## config.mk

```make
export PLATFORM = sky130hd
export DESIGN_NAME = imem_arbiter_flat
export DESIGN_NICKNAME = d
export VERILOG_FILES = /design/src/rtl/imem_arbiter_pkg.sv /design/src/rtl/imem_arbiter_if.sv /design/src/rtl/imem_arbiter_tag_pipe.sv /design/src/rtl/imem_arbiter.sv /design/src/flat_wrapper.sv
export SDC_FILE = /design/constraint.sdc
export NUM_CORES = 1
export LEC_CHECK = 0
export CORE_MARGIN = 2
export CORE_UTILIZATION = 42
export CTS_CLUSTER_SIZE = 25
export DETAILED_ROUTE_END_ITERATION = 10
export PLACE_DENSITY_LB_ADDON = 0.25
export SLEW_MARGIN = 30
export SYNTH_ARGS = -nofsm -noshare
export SYNTH_HDL_FRONTEND = slang
export SYNTH_SLANG_ARGS = --single-unit
```

## constraint.sdc

```tcl
create_clock -name clk -period 3.5 [get_ports clk]
set_input_delay 0.7 -clock clk [delete_from_list [all_inputs] [get_ports clk]]
set_output_delay 0.7 -clock clk [all_outputs]
set_load 0.02 [all_outputs]
```

## src/rtl/imem_arbiter_pkg.sv

```systemverilog
// Shared types and widths for the instruction/data memory arbiter.
//   owner_e  : which requester issued a memory access
//   tag_t    : per-access return tag {valid, owner}
package imem_arbiter_pkg;

  localparam int unsigned ADDR_W      = 32;
  localparam int unsigned DATA_W      = 32;
  localparam int unsigned BE_W        = 4;
  localparam int unsigned MAX_LATENCY = 2;

  typedef enum logic {
    OWN_FETCH = 1'b0,
    OWN_DATA  = 1'b1
  } owner_e;

  typedef struct packed {
    logic   valid;
    owner_e owner;
  } tag_t;

endpackage

```

## src/rtl/imem_arbiter_if.sv

```systemverilog
// Bundle of the fetch port, load/store port and unified memory port.
//   slave  : arbiter view (requests and memory read data in, grants/returns/memory strobes out)
//   master : environment view (fetch stage, load/store unit and memory)
interface imem_arbiter_if;
  import imem_arbiter_pkg::*;

  logic              fetch_req_i;
  logic [ADDR_W-1:0] fetch_addr_i;
  logic              fetch_enable_o;
  logic [DATA_W-1:0] fetch_rdata_o;
  logic              fetch_rvalid_o;

  logic              data_req_i;
  logic [BE_W-1:0]   data_we_i;
  logic [ADDR_W-1:0] data_addr_i;
  logic [DATA_W-1:0] data_wdata_i;
  logic              data_gnt_o;
  logic [DATA_W-1:0] data_rdata_o;
  logic              data_rvalid_o;

  logic              mem_en_o;
  logic [BE_W-1:0]   mem_we_o;
  logic [ADDR_W-1:0] mem_addr_o;
  logic [DATA_W-1:0] mem_wdata_o;
  logic [DATA_W-1:0] mem_rdata_i;

  modport slave (
    input  fetch_req_i, fetch_addr_i,
    input  data_req_i, data_we_i, data_addr_i, data_wdata_i,
    input  mem_rdata_i,
    output fetch_enable_o, fetch_rdata_o, fetch_rvalid_o,
    output data_gnt_o, data_rdata_o, data_rvalid_o,
    output mem_en_o, mem_we_o, mem_addr_o, mem_wdata_o
  );

  modport master (
    output fetch_req_i, fetch_addr_i,
    output data_req_i, data_we_i, data_addr_i, data_wdata_i,
    output mem_rdata_i,
    input  fetch_enable_o, fetch_rdata_o, fetch_rvalid_o,
    input  data_gnt_o, data_rdata_o, data_rvalid_o,
    input  mem_en_o, mem_we_o, mem_addr_o, mem_wdata_o
  );

endinterface

```

## src/rtl/imem_arbiter_tag_pipe.sv

```systemverilog
// arb_tag_pipe: DEPTH-stage shift register of access tags; tag_o is the stage
// aligned with the memory read data.
//   clk, reset_n : clock, async active-low reset
//   clr_i        : sync clear of every stage (drops in-flight tags)
//   tag_i        : tag of the access issued this cycle
//   tag_o        : tag of the access whose data returns this cycle
module arb_tag_pipe
  import imem_arbiter_pkg::*;
#(
  parameter int unsigned DEPTH = 1
) (
  input  logic clk,
  input  logic reset_n,
  input  logic clr_i,
  input  tag_t tag_i,
  output tag_t tag_o
);

  tag_t pipe_q [DEPTH];

  always_ff @(posedge clk or negedge reset_n) begin
    if (!reset_n) begin
      for (int unsigned i = 0; i < DEPTH; i++) pipe_q[i] <= '0;
    end else if (clr_i) begin
      for (int unsigned i = 0; i < DEPTH; i++) pipe_q[i] <= '0;
    end else begin
      pipe_q[0] <= tag_i;
      for (int unsigned i = 1; i < DEPTH; i++) pipe_q[i] <= pipe_q[i-1];
    end
  end

  assign tag_o = pipe_q[DEPTH-1];

endmodule

```

## src/rtl/imem_arbiter.sv

```systemverilog
// imem_arbiter: shares one single-port synchronous memory between instruction
// fetch and the load/store port. Data wins by default; fetch_enable_o stalls
// fetch when it loses. Read data is routed back by a tag pipeline matching
// MEM_LATENCY.
//   clk, reset_n : clock, async active-low reset
//   sys_reset    : sync reset, same effect as reset_n
//   bus          : fetch, load/store and memory signals (imem_arbiter_if.slave)
// Optional: define IMEM_ARB_STARVE_GUARD_EN to force a fetch grant after
// STARVE_MAX consecutive fetch losses.
module imem_arbiter
  import imem_arbiter_pkg::*;
#(
  parameter int unsigned MEM_LATENCY = 1,
  parameter int unsigned STARVE_MAX  = 4
) (
  input  logic           clk,
  input  logic           reset_n,
  input  logic           sys_reset,
  imem_arbiter_if.slave  bus
);

  localparam int unsigned TAG_DEPTH = (MEM_LATENCY > MAX_LATENCY) ? MAX_LATENCY :
                                      (MEM_LATENCY < 1)           ? 1 : MEM_LATENCY;

  logic              active_c;
  logic              force_fetch_c;
  logic              data_gnt_c;
  logic              fetch_gnt_c;
  tag_t              tag_in_c;
  tag_t              tag_out_c;
  logic              fetch_rv_c;
  logic              data_rv_c;
  logic [DATA_W-1:0] fetch_last_q;
  logic [DATA_W-1:0] data_last_q;

  // Either reset silences every output, including the combinational grants.
  assign active_c = reset_n & ~sys_reset;

`ifdef IMEM_ARB_STARVE_GUARD_EN
  localparam int unsigned CNT_W = (STARVE_MAX < 8) ? 3 : $clog2(STARVE_MAX + 1);

  logic [CNT_W-1:0] starve_q;
  logic [CNT_W-1:0] starve_d;

  // Count fetch losses; saturate at STARVE_MAX, clear once fetch is served or idle.
  always_comb begin
    force_fetch_c = bus.fetch_req_i && (starve_q >= CNT_W'(STARVE_MAX));
    starve_d      = starve_q;
    if (!bus.fetch_req_i || fetch_gnt_c) begin
      starve_d = '0;
    end else if (data_gnt_c && (starve_q < CNT_W'(STARVE_MAX))) begin
      starve_d = starve_q + CNT_W'(1);
    end
  end

  always_ff @(posedge clk or negedge reset_n) begin
    if (!reset_n)       starve_q <= '0;
    else if (sys_reset) starve_q <= '0;
    else                starve_q <= starve_d;
  end
`else
  // Strict data priority; STARVE_MAX only matters with the guard built in.
  assign force_fetch_c = 1'b0 && (STARVE_MAX != 0);
`endif

  assign data_gnt_c  = active_c && bus.data_req_i && !force_fetch_c;
  assign fetch_gnt_c = active_c && bus.fetch_req_i && !data_gnt_c;

  assign bus.data_gnt_o     = data_gnt_c;
  assign bus.fetch_enable_o = fetch_gnt_c;

  // Memory port follows the grant; writes only from the data side.
  always_comb begin
    bus.mem_en_o    = 1'b0;
    bus.mem_we_o    = '0;
    bus.mem_addr_o  = '0;
    bus.mem_wdata_o = '0;
    if (data_gnt_c) begin
      bus.mem_en_o    = 1'b1;
      bus.mem_we_o    = bus.data_we_i;
      bus.mem_addr_o  = bus.data_addr_i;
      bus.mem_wdata_o = bus.data_wdata_i;
    end else if (fetch_gnt_c) begin
      bus.mem_en_o   = 1'b1;
      bus.mem_addr_o = bus.fetch_addr_i;
    end
  end

  // Writes return nothing, so they travel as invalid tags.
  always_comb begin
    tag_in_c.valid = fetch_gnt_c || (data_gnt_c && (bus.data_we_i == '0));
    tag_in_c.owner = data_gnt_c ? OWN_DATA : OWN_FETCH;
  end

  arb_tag_pipe #(
    .DEPTH (TAG_DEPTH)
  ) u_tag_pipe (
    .clk     (clk),
    .reset_n (reset_n),
    .clr_i   (sys_reset),
    .tag_i   (tag_in_c),
    .tag_o   (tag_out_c)
  );

  assign fetch_rv_c = active_c && tag_out_c.valid && (tag_out_c.owner == OWN_FETCH);
  assign data_rv_c  = active_c && tag_out_c.valid && (tag_out_c.owner == OWN_DATA);

  // Last returned word per port, so rdata holds between returns.
  always_ff @(posedge clk or negedge reset_n) begin
    if (!reset_n) begin
      fetch_last_q <= '0;
      data_last_q  <= '0;
    end else if (sys_reset) begin
      fetch_last_q <= '0;
      data_last_q  <= '0;
    end else begin
      if (fetch_rv_c) fetch_last_q <= bus.mem_rdata_i;
      if (data_rv_c)  data_last_q  <= bus.mem_rdata_i;
    end
  end

  assign bus.fetch_rvalid_o = fetch_rv_c;
  assign bus.data_rvalid_o  = data_rv_c;
  assign bus.fetch_rdata_o  = !active_c ? '0 : (fetch_rv_c ? bus.mem_rdata_i : fetch_last_q);
  assign bus.data_rdata_o   = !active_c ? '0 : (data_rv_c  ? bus.mem_rdata_i : data_last_q);

endmodule
```

## src/flat_wrapper.sv

```systemverilog
// flat-port wrapper written by rule: the top's interface ports become plain ports
module imem_arbiter_flat import imem_arbiter_pkg::*;
#(
  parameter int unsigned MEM_LATENCY = 1,
  parameter int unsigned STARVE_MAX  = 4
)
  (clk, reset_n, sys_reset, bus_fetch_req_i, bus_fetch_addr_i, bus_data_req_i, bus_data_we_i, bus_data_addr_i, bus_data_wdata_i, bus_mem_rdata_i, bus_fetch_enable_o, bus_fetch_rdata_o, bus_fetch_rvalid_o, bus_data_gnt_o, bus_data_rdata_o, bus_data_rvalid_o, bus_mem_en_o, bus_mem_we_o, bus_mem_addr_o, bus_mem_wdata_o);
  imem_arbiter_if bus_i ();
  input  logic clk;
  input  logic reset_n;
  input  logic sys_reset;
  input wire logic [$bits(bus_i.fetch_req_i)-1:0] bus_fetch_req_i;
  input wire logic [$bits(bus_i.fetch_addr_i)-1:0] bus_fetch_addr_i;
  input wire logic [$bits(bus_i.data_req_i)-1:0] bus_data_req_i;
  input wire logic [$bits(bus_i.data_we_i)-1:0] bus_data_we_i;
  input wire logic [$bits(bus_i.data_addr_i)-1:0] bus_data_addr_i;
  input wire logic [$bits(bus_i.data_wdata_i)-1:0] bus_data_wdata_i;
  input wire logic [$bits(bus_i.mem_rdata_i)-1:0] bus_mem_rdata_i;
  output wire logic [$bits(bus_i.fetch_enable_o)-1:0] bus_fetch_enable_o;
  output wire logic [$bits(bus_i.fetch_rdata_o)-1:0] bus_fetch_rdata_o;
  output wire logic [$bits(bus_i.fetch_rvalid_o)-1:0] bus_fetch_rvalid_o;
  output wire logic [$bits(bus_i.data_gnt_o)-1:0] bus_data_gnt_o;
  output wire logic [$bits(bus_i.data_rdata_o)-1:0] bus_data_rdata_o;
  output wire logic [$bits(bus_i.data_rvalid_o)-1:0] bus_data_rvalid_o;
  output wire logic [$bits(bus_i.mem_en_o)-1:0] bus_mem_en_o;
  output wire logic [$bits(bus_i.mem_we_o)-1:0] bus_mem_we_o;
  output wire logic [$bits(bus_i.mem_addr_o)-1:0] bus_mem_addr_o;
  output wire logic [$bits(bus_i.mem_wdata_o)-1:0] bus_mem_wdata_o;
  assign bus_i.fetch_req_i = bus_fetch_req_i;
  assign bus_i.fetch_addr_i = bus_fetch_addr_i;
  assign bus_i.data_req_i = bus_data_req_i;
  assign bus_i.data_we_i = bus_data_we_i;
  assign bus_i.data_addr_i = bus_data_addr_i;
  assign bus_i.data_wdata_i = bus_data_wdata_i;
  assign bus_i.mem_rdata_i = bus_mem_rdata_i;
  assign bus_fetch_enable_o = bus_i.fetch_enable_o;
  assign bus_fetch_rdata_o = bus_i.fetch_rdata_o;
  assign bus_fetch_rvalid_o = bus_i.fetch_rvalid_o;
  assign bus_data_gnt_o = bus_i.data_gnt_o;
  assign bus_data_rdata_o = bus_i.data_rdata_o;
  assign bus_data_rvalid_o = bus_i.data_rvalid_o;
  assign bus_mem_en_o = bus_i.mem_en_o;
  assign bus_mem_we_o = bus_i.mem_we_o;
  assign bus_mem_addr_o = bus_i.mem_addr_o;
  assign bus_mem_wdata_o = bus_i.mem_wdata_o;
  imem_arbiter #(.MEM_LATENCY(MEM_LATENCY), .STARVE_MAX(STARVE_MAX)) u_core (.clk(clk), .reset_n(reset_n), .sys_reset(sys_reset), .bus(bus_i));
endmodule
```

==> reports/qor.csv, run 1 <==
metric;value;unit
final_nets;866;
reg2reg_to;u_core.data_last_q[6]$_DFF_PN0_;
num_rows;39;
syn_area_per_cell;10.0;um2
synthArstFlopShare;100;%
grt_busiest_layer;met2;
reg2reg_slack;2.16;ns
insertion_delay;0.33;ns
vdd_ir_drop_max;249;uV
slew_viol_final;0;
dpl_cell_area;7630;um2
grt_use_met2;45.0;%
grt_util_met1;35.3;%
grt_pass1_vias;4617;
rr_startpoint;u_core.u_tag_pipe.tag_o[1]$_DFF_PN0_;
worstMarginPinSlew;0.529;ns
die_w;111;um
cp-start-kind;input pin;
ys_seq_area_share;34.2;%
ys_ff_latch;66;
numCtsBuffers;9;
ys_types;20;
hold_viol_final;0;
grt_use_total;27.2;%
cp.required;2.80;ns
period_share;95.5;%
power.total;2210;uW
crit_end;bus_mem_wdata_o[13];
synth_largest_area_cell;dfrtp_1;
final_cell_area;7980;um2
worstSetupStartpoint;bus_data_req_i;
status;finished clean;
htree_num_levels;3;
initial_core_util;42.7;%
synth_edf_count;0;
vias_per_cell;5.12;
cts.sinks;66;
synthCells;481;
post_cts_buffers;0;
p_leak;0.00410;uW
ctsHoldBuffers;0;
die_h;111;um
fmax;0.299;GHz
cts-root-buf;clkbuf_16;
overflow;0;
p_per_area;278;nW/um2
yosysMostFrequentCell;mux2i_1;
synthFlopType;dfrtp_1;
min_period;3.34;ns
grt_max_degree;119;
ioPinCount;274;
fin_ws;0.159;ns
synth_top_cells_by_area;dfrtp_1 34%, mux2i_1 27%, nand3b_1 9.9%;
syn_area;4830;um2
fp.dieArea;12400;um2
yosys.area.top_type_share;34.2;%
gp_congestion;1.02;
synth_warnings;0;
skew;0.00416;ns
antenna_found_initial;2;
coreArea;11300;um2
drc_errors;0;
pre_cts_ws;0.191;ns
syn-num-nets;618;
wire_per_inst;19.4;um
relSlewSlack;64.7;%
crit_fanout;70;
drive_gt1_share;4.36;%
crit_arrival;2.64;ns
yosys-top-cells-count;128 x mux2i_1, 66 x dfrtp_1, 64 x nand2b_1, 64 x nand3b_1, 36 x and2_1;
dp_hpwl;12900;um
detail-route-antenna-nets;0;
end_kind;output pin;
setup_viol;0;
r2r_cells;3;
totalWireLength;17100;um
cts_tree;yes;
vias;4512;
rsz0062_at_grt;no;
area_delta_synth_final;65.1;%
met3_usage;5.14;%
hold_class;input pin to asynchronous set/reset pin;
drt_first_pass_iters;5;
grt_pass1_wl;26400;um
path_class;input pin to output pin;
io_buffer_count;273;
finalSetupTns;0;ns
cts.path.max_buffers;2;
clkTransAtPathRegs;0.05;ns
drt_iter0_markers;251;
cap_viol_max_count;0;
cts.repair.resized;0;
[worst max-delay path: stages]
cell	delay, ns
clkdlybuf4s50_1	0.53
and3b_2	0.22
buf_12	0.26
and2_1	0.27
clkdlybuf4s50_1	0.64
[logic make-up (layout without fill, tap and decap cells)]
kind of cell | count (synthesis) | in the layout | share of synthesized area [%]
other | 0 | 4 | 0
DFF | 66 | 66 | 34.2
and+or+nand+nor | 171 | 171 | 24.2
buffers and inverters | 82 | 335 | 9.01
AOI/OAI and AO/OA | 34 | 34 | 6.11
muxes | 128 | 128 | 26.5
[sequential cells by signal, summed over array words and instances, names as in the netlist]
| register | cells |
|---|---|
| u_core.data_last_q | 32 |
| u_core.fetch_last_q | 32 |
| u_core.u_tag_pipe.tag_o | 2 |
[worst min path at each step]
stage                                           end  slack (ns)  cells after the start
2_1_floorplan       u_core.data_last_q[0]$_DFF_PN0_        0.40                      0
3_3_place_gp   u_core.u_tag_pipe.tag_o[1]$_DFF_PN0_        0.53                      1
3_5_place_dp   u_core.u_tag_pipe.tag_o[1]$_DFF_PN0_        0.53                      1
4_1_cts        u_core.u_tag_pipe.tag_o[0]$_DFF_PN0_        0.18                      1
5_1_grt        u_core.u_tag_pipe.tag_o[0]$_DFF_PN0_        0.18                      1
6_report       u_core.u_tag_pipe.tag_o[0]$_DFF_PN0_        0.19                      1
[placed cells by master (no fill, tap or decap), types with 3 or more instances in the layout]
cell type        instances
nand2b_1                64
mux2i_1                128
diode_2                  4
inv_1                   34
and2_1                  36
a22o_1                  32
dfrtp_1                 66
clkdlybuf4s50_1        270
buf_12                   8
clkinv_2                 3
clkbuf_16                9
nand3b_1                64
buf_4                    6
bufinv_16                3
[layer usage]
layer,share of wire [%],vias up
met3,5.2,20
met5,0,-
met4,2.1,0
met1,43,2184
met2,50,150
li1,-,2158
[power breakdown]
part	internal, uW	switching, uW	total (uW)
clock	692	323	1010
sequential	770	3.99	774
combinational	247	179	426
[stage by stage]
step | std cells | util (%) | hold slack, ns
3_3_place_gp | 861 | 67.4 | 0.527
5_1_grt | 879 | 70.4 | 0.183
3_5_place_dp | 861 | 67.4 | 0.528
4_1_cts | 877 | 70.4 | 0.179
6_report | 881 | 70.5 | 0.187
2_1_floorplan | 481 | - | 0.404
[cell type report]
class	instances	area, um2
flip-flops and latches	66	1650
clock inverters	6	105
multi-input cells	333	2760
fillers	879	3340
clock buffers	10	229
inverters	34	128
well taps	143	179
repair buffers	285	2910
diodes	4	10.0
Note: power is estimated with default switching activity, not from simulation.
==> inputs of run 2 (changes only) <==
--- a/config.mk
+++ b/config.mk
@@ -9,7 +9,9 @@
 export CORE_UTILIZATION = 42
 export CTS_CLUSTER_SIZE = 25
 export DETAILED_ROUTE_END_ITERATION = 10
+export MAX_ROUTING_LAYER = met4
 export PLACE_DENSITY_LB_ADDON = 0.25
+export SKIP_CTS_REPAIR_TIMING = 1
 export SLEW_MARGIN = 30
 export SYNTH_ARGS = -nofsm -noshare
 export SYNTH_HDL_FRONTEND = slang
==> run 2 against run 1 <==
Sequential cell count stayed put. Global-route usage hardly changed. Sequential power is essentially flat. Final area decreased by 0.94%. Register-to-register slack improved by 0.06 ns. Maximum frequency increased by 1.8%. Die area is the same. Wire length is 2.0% lower. Largest cell class unchanged. Largest power group unchanged.
==> reports/qor.csv, run 2 (synthesis results as in run 1) <==
metric;value;unit;change
slew_viol_final;0;;unchanged
cts.path.max_buffers;2;;unchanged
gp_congestion;0.896;;-12%
met3_usage;5.41;%;+0.27 points
numCtsBuffers;9;;unchanged
coreArea;11300;um2;unchanged
vias;4476;;-0.80%
rsz0062_at_grt;no;;
ioPinCount;274;;unchanged
final_nets;863;;-0.35%
grt_max_degree;125;;+5.0%
reg2reg_to;u_core.data_last_q[28]$_DFF_PN0_;;
final_common_cell;clkdlybuf4s50_1;;
die_h;111;um;unchanged
path_delay_family;buffers and inverters;;
die_w;111;um;unchanged
grt_use_met2;44.4;%;-0.57 points
hold_class;input pin to asynchronous set/reset pin;;
relSlewSlack;62.4;%;-2.3 points
cp.required;2.80;ns;about the same
reg2reg_slack;2.22;ns;+0.06 ns
min_period;3.28;ns;-0.0603 ns
worst_path_max_delay_cell;clkdlybuf4s50_1;;
multi_input_area;2760;um2;unchanged
worstMarginPinSlew;0.564;ns;+0.0347 ns
crit_top_cell;clkdlybuf4s50_1;;
dp_cells;858;;-0.35%
grt_busiest_layer;met2;;
detail-route-antenna-nets;0;;unchanged
rr_startpoint;u_core.u_tag_pipe.tag_o[1]$_DFF_PN0_;;
area_delta_synth_final;63.5;%;
io_buffer_count;273;;unchanged
instances_no_fill;876;;-0.57%
fin_ws;0.219;ns;+0.0603 ns
drt_first_pass_iters;5;;unchanged
cts-root-buf;clkbuf_16;;
htree_num_levels;3;;unchanged
initial_core_util;42.7;%;unchanged
grt_pass1_wl;25600;um;-3.0%
grt_pass1_vias;4531;;-1.9%
fp.dieArea;12400;um2;unchanged
drt_iter0_markers;311;;+24%
regArea;1650;um2;unchanged
finalSetupTns;0;ns;unchanged
pre_cts_ws;0.236;ns;+0.0450 ns
clkTransAtPathRegs;0.06;ns;about the same
wire_per_inst;19.1;um;-1.5%
cp_cell_sequence;clkdlybuf4s50_1 -> and3b_2 -> buf_12 -> a22o_1 -> clkdlybuf4s50_1;;
crit_fanout;70;;unchanged
crit_buf_inv;3;;unchanged
crit_arrival;2.58;ns;-0.06 ns
path_class;input pin to output pin;;
drive_gt1_share;3.69;%;-0.67 points
grt_use_total;27.1;%;-0.046 points
grt_util_met1;33.9;%;-1.4 points
p_per_area;267;nW/um2;-3.9%
fmax;0.305;GHz;+1.8%
skew;0.00463;ns;+0.000464 ns
final_cell_mix;270 x clkdlybuf4s50_1, 128 x mux2i_1, 66 x dfrtp_1, 64 x nand3b_1, 64 x nand2b_1;;
cap_viol_max_count;0;;unchanged
period_share;93.7;%;-1.7 points
vias_per_cell;5.11;;-0.23%
p_leak;0.00407;uW;-0.95%
overflow;0;;unchanged
status;finished clean;;
setup_viol;0;;unchanged
dp_hpwl;12600;um;-2.8%
insertion_delay;0.33;ns;about the same
drc_errors;0;;unchanged
totalWireLength;16800;um;-2.0%
end_kind;output pin;;
cts_tree;yes;;
antenna_found_initial;1;;-1
power.total;2110;uW;-4.8%
hold_viol_final;0;;unchanged
r2r_cells;3;;unchanged
cpPeakStageDelay;0.62;ns;-0.02 ns
cts.sinks;66;;unchanged
vdd_ir_drop_max;297;uV;+19%
cp-start-kind;input pin;;
num_rows;39;;unchanged
n_fill_cell;899;;+2.3%
==> run 2: cell count changes in the layout (fill, tap and decap cells not counted) <==
cell and change:
clkinv_2 -2, clkbuf_1 +2, clkbuf_8 +2, bufinv_16 -2, buf_4 -2, diode_2 -2
buf_12 -1
==> run 2: worst register-to-register path: cells and delay by family, from the launching register on <==
family,cells,cell delay (ns)
DFF,1,0.40
buffers and inverters,1,0.28
and+or+nand+nor,1,0.25
muxes,1,0.26
==> run 2: stage by stage <==
stage	util, %	cell area, um2	hold WS [ns]
after floorplan	-	4830	0.404
after global placement	67.1	7600	0.529
after detailed placement	67.1	7600	0.535
after CTS	69.8	7900	0.209
after global routing	69.8	7900	0.214
final	69.8	7900	0.212
==> run 2: worst max-delay path by stage <==
| stage | from | to | cells past startpoint |
|---|---|---|---|
| 5_1_grt | bus_data_req_i | bus_mem_addr_o[14] | 5 |
| 3_5_place_dp | bus_data_req_i | bus_mem_addr_o[14] | 5 |
| 6_report | bus_data_req_i | bus_mem_addr_o[14] | 5 |
| 4_1_cts | bus_data_req_i | bus_mem_addr_o[14] | 5 |
| 2_1_floorplan | reset_n | bus_fetch_rdata_o[0] | 5 |
| 3_3_place_gp | bus_data_req_i | bus_mem_addr_o[14] | 5 |
==> run 2: routing by layer <==
layer,vias up,routed length (um)
met5,-,0
met4,0,369
met3,20,857
met2,146,8430
met1,2176,7110
li1,2134,-
==> run 2: cell type report <==
type,count,area share [%]
antenna,2,0.0633
clock buffer,14,3.34
clock inverter,2,0.443
inverter,34,1.61
multi-input combinational,333,35.0
sequential,66,20.9
tap,143,2.26
timing repair buffer,282,36.4
==> run 2: where the power goes <==
group	total [uW]	switching [uW]	internal, uW
Sequential	774	3.85	770
Combinational	422	176	246
Clock	913	323	590
==> inputs of run 3 (changes only) <==
--- a/config.mk
+++ b/config.mk
@@ -5,8 +5,10 @@
 export SDC_FILE = /design/constraint.sdc
 export NUM_CORES = 1
 export LEC_CHECK = 0
+export CELL_PAD_IN_SITES_DETAIL_PLACEMENT = 0
+export CELL_PAD_IN_SITES_GLOBAL_PLACEMENT = 1
 export CORE_MARGIN = 2
-export CORE_UTILIZATION = 42
+export CORE_UTILIZATION = 30
 export CTS_CLUSTER_SIZE = 25
 export DETAILED_ROUTE_END_ITERATION = 10
 export MAX_ROUTING_LAYER = met4
==> run 3 against run 2 <==
Clock-buffer cell count decreased by 2. Wire length increased by 11%. Clock skew increased by 0.0045 ns. First-iteration DRC count decreased by 38%. Critical path depth unchanged. Clock power increased by 4.3%. Sequential share of layout area decreased by 0.52 points. Critical endpoint unchanged. Largest cell class unchanged. Highest routed layer unchanged.
==> reports/qor.csv, run 3 (synthesis results as in run 1) <==
metric;value;unit;change
r2r_cells;3;;unchanged
io_buffer_count;273;;unchanged
drive_gt1_share;6.38;%;+2.7 points
rsz0062_at_grt;no;;
htree_num_levels;3;;unchanged
cpPeakStageDelay;0.61;ns;about the same
reg2reg_to;u_core.data_last_q[25]$_DFF_PN0_;;
worstMarginPinSlew;0.344;ns;-0.220 ns
numCtsBuffers;9;;unchanged
rr_startpoint;u_core.u_tag_pipe.tag_o[1]$_DFF_PN0_;;
dp_cells;937;;+9.2%
dp_hpwl;14200;um;+13%
worst_path_max_delay_cell;clkdlybuf4s50_1;;
cts-root-buf;clkbuf_16;;
fmax;0.304;GHz;-0.42%
coreArea;15800;um2;+40%
reg2reg_slack;2.23;ns;about the same
cts_tree;yes;;
crit_top_cell;clkdlybuf4s50_1;;
finalSetupTns;0;ns;unchanged
antenna_found_initial;2;;+1
area_delta_synth_final;67.7;%;
path_class;input pin to output pin;;
power.total;2170;uW;+3.0%
vdd_ir_drop_max;163;uV;-45%
crit_arrival;2.59;ns;about the same
fp.dieArea;17100;um2;+38%
hold_class;input pin to asynchronous set/reset pin;;
relSlewSlack;76.9;%;+14 points
num_rows;46;;+18%
initial_core_util;30.5;%;-12 points
cp-start-kind;input pin;;
setup_viol;0;;unchanged
end_kind;output pin;;
crit_fanout;20;;-71%
cp.required;2.80;ns;about the same
die_w;131;um;+18%
drc_errors;0;;unchanged
cap_viol_max_count;0;;unchanged
p_per_area;268;nW/um2;+0.45%
grt_pass1_wl;26100;um;+2.1%
period_share;94.1;%;+0.40 points
final_nets;869;;+0.70%
grt_max_degree;85;;-32%
vias_per_cell;4.71;;-7.8%
overflow;0;;unchanged
slew_viol_final;0;;unchanged
totalWireLength;18600;um;+11%
cp_cell_sequence;clkdlybuf4s50_1 -> and4bb_1 -> buf_12 -> a22o_1 -> clkdlybuf4s50_1;;
timing.hold.ws;0.242;ns;+0.0300 ns
cts.sinks;66;;unchanged
clkTransAtPathRegs;0.05;ns;about the same
final_cell_mix;259 x clkdlybuf4s50_1, 128 x mux2i_1, 66 x dfrtp_1, 64 x nand3b_1, 64 x nand2b_1;;
insertion_delay;0.34;ns;about the same
detail-route-antenna-nets;0;;unchanged
vias;4501;;+0.56%
die_h;131;um;+18%
grt_pass1_vias;4527;;-0.088%
min_period;3.29;ns;+0.0138 ns
fin_ws;0.205;ns;-0.0138 ns
final_common_cell;clkdlybuf4s50_1;;
hold_viol_final;0;;unchanged
gp_congestion;0.868;;-3.2%
ioPinCount;274;;unchanged
grt_use_total;21.2;%;-5.9 points
drt_iter0_markers;193;;-38%
pre_cts_ws;0.231;ns;-0.00510 ns
status;finished clean;;
wire_per_inst;19.5;um;+1.7%
skew;0.00917;ns;+0.00455 ns
drt_first_pass_iters;4;;-1
p_leak;0.00414;uW;+1.8%
instances_no_fill;955;;+9.0%
cts.path.max_buffers;2;;unchanged
[run 3: worst max-delay path by stage]
stage                    from  slack, ns  cells past startpoint                   end
2_1_floorplan         reset_n       1.06                      5  bus_fetch_rdata_o[0]
3_3_place_gp   bus_data_req_i       0.28                      5    bus_mem_addr_o[21]
3_5_place_dp   bus_data_req_i       0.23                      5    bus_mem_addr_o[14]
4_1_cts        bus_data_req_i       0.21                      5    bus_mem_addr_o[14]
5_1_grt        bus_data_req_i       0.12                      5    bus_mem_addr_o[14]
6_report       bus_data_req_i       0.21                      5    bus_mem_addr_o[14]
[run 3: per-layer routing]
layer	track usage, %	share of wire [%]	vias up
met2	34.8	48	170
met5	-	0	-
met1	23.5	40	2142
met4	11.6	4.8	0
li1	-	-	2154
met3	5.86	7.9	35
[run 3: report_power, final]
part	internal [uW]	switching, uW
sequential	770	3.90
clock	608	344
combinational	255	191
total	1630	539
[run 3: through the flow]
step	instance area, um2	util (%)
finish	8100	51.2
global route	8100	51.2
CTS	8100	51.2
detailed placement	7780	49.2
global placement	7780	49.2
floorplan	4830	-
[run 3: area by class of cell]
cell class	instances	area [um2]
clock buffer	12	267
clock inverter	4	48.8
timing repair buffer	288	2970
sequential	66	1650
multi-input combinational	333	2760
inverter	34	128
tap	216	270
fill	1425	7720
antenna	2	5.00
[run 3: critical path: cells and delay by family]
kind	cells	cell delay, ns
buf+inv	3	1.28
compound gates	1	0.16
simple gates	1	0.46
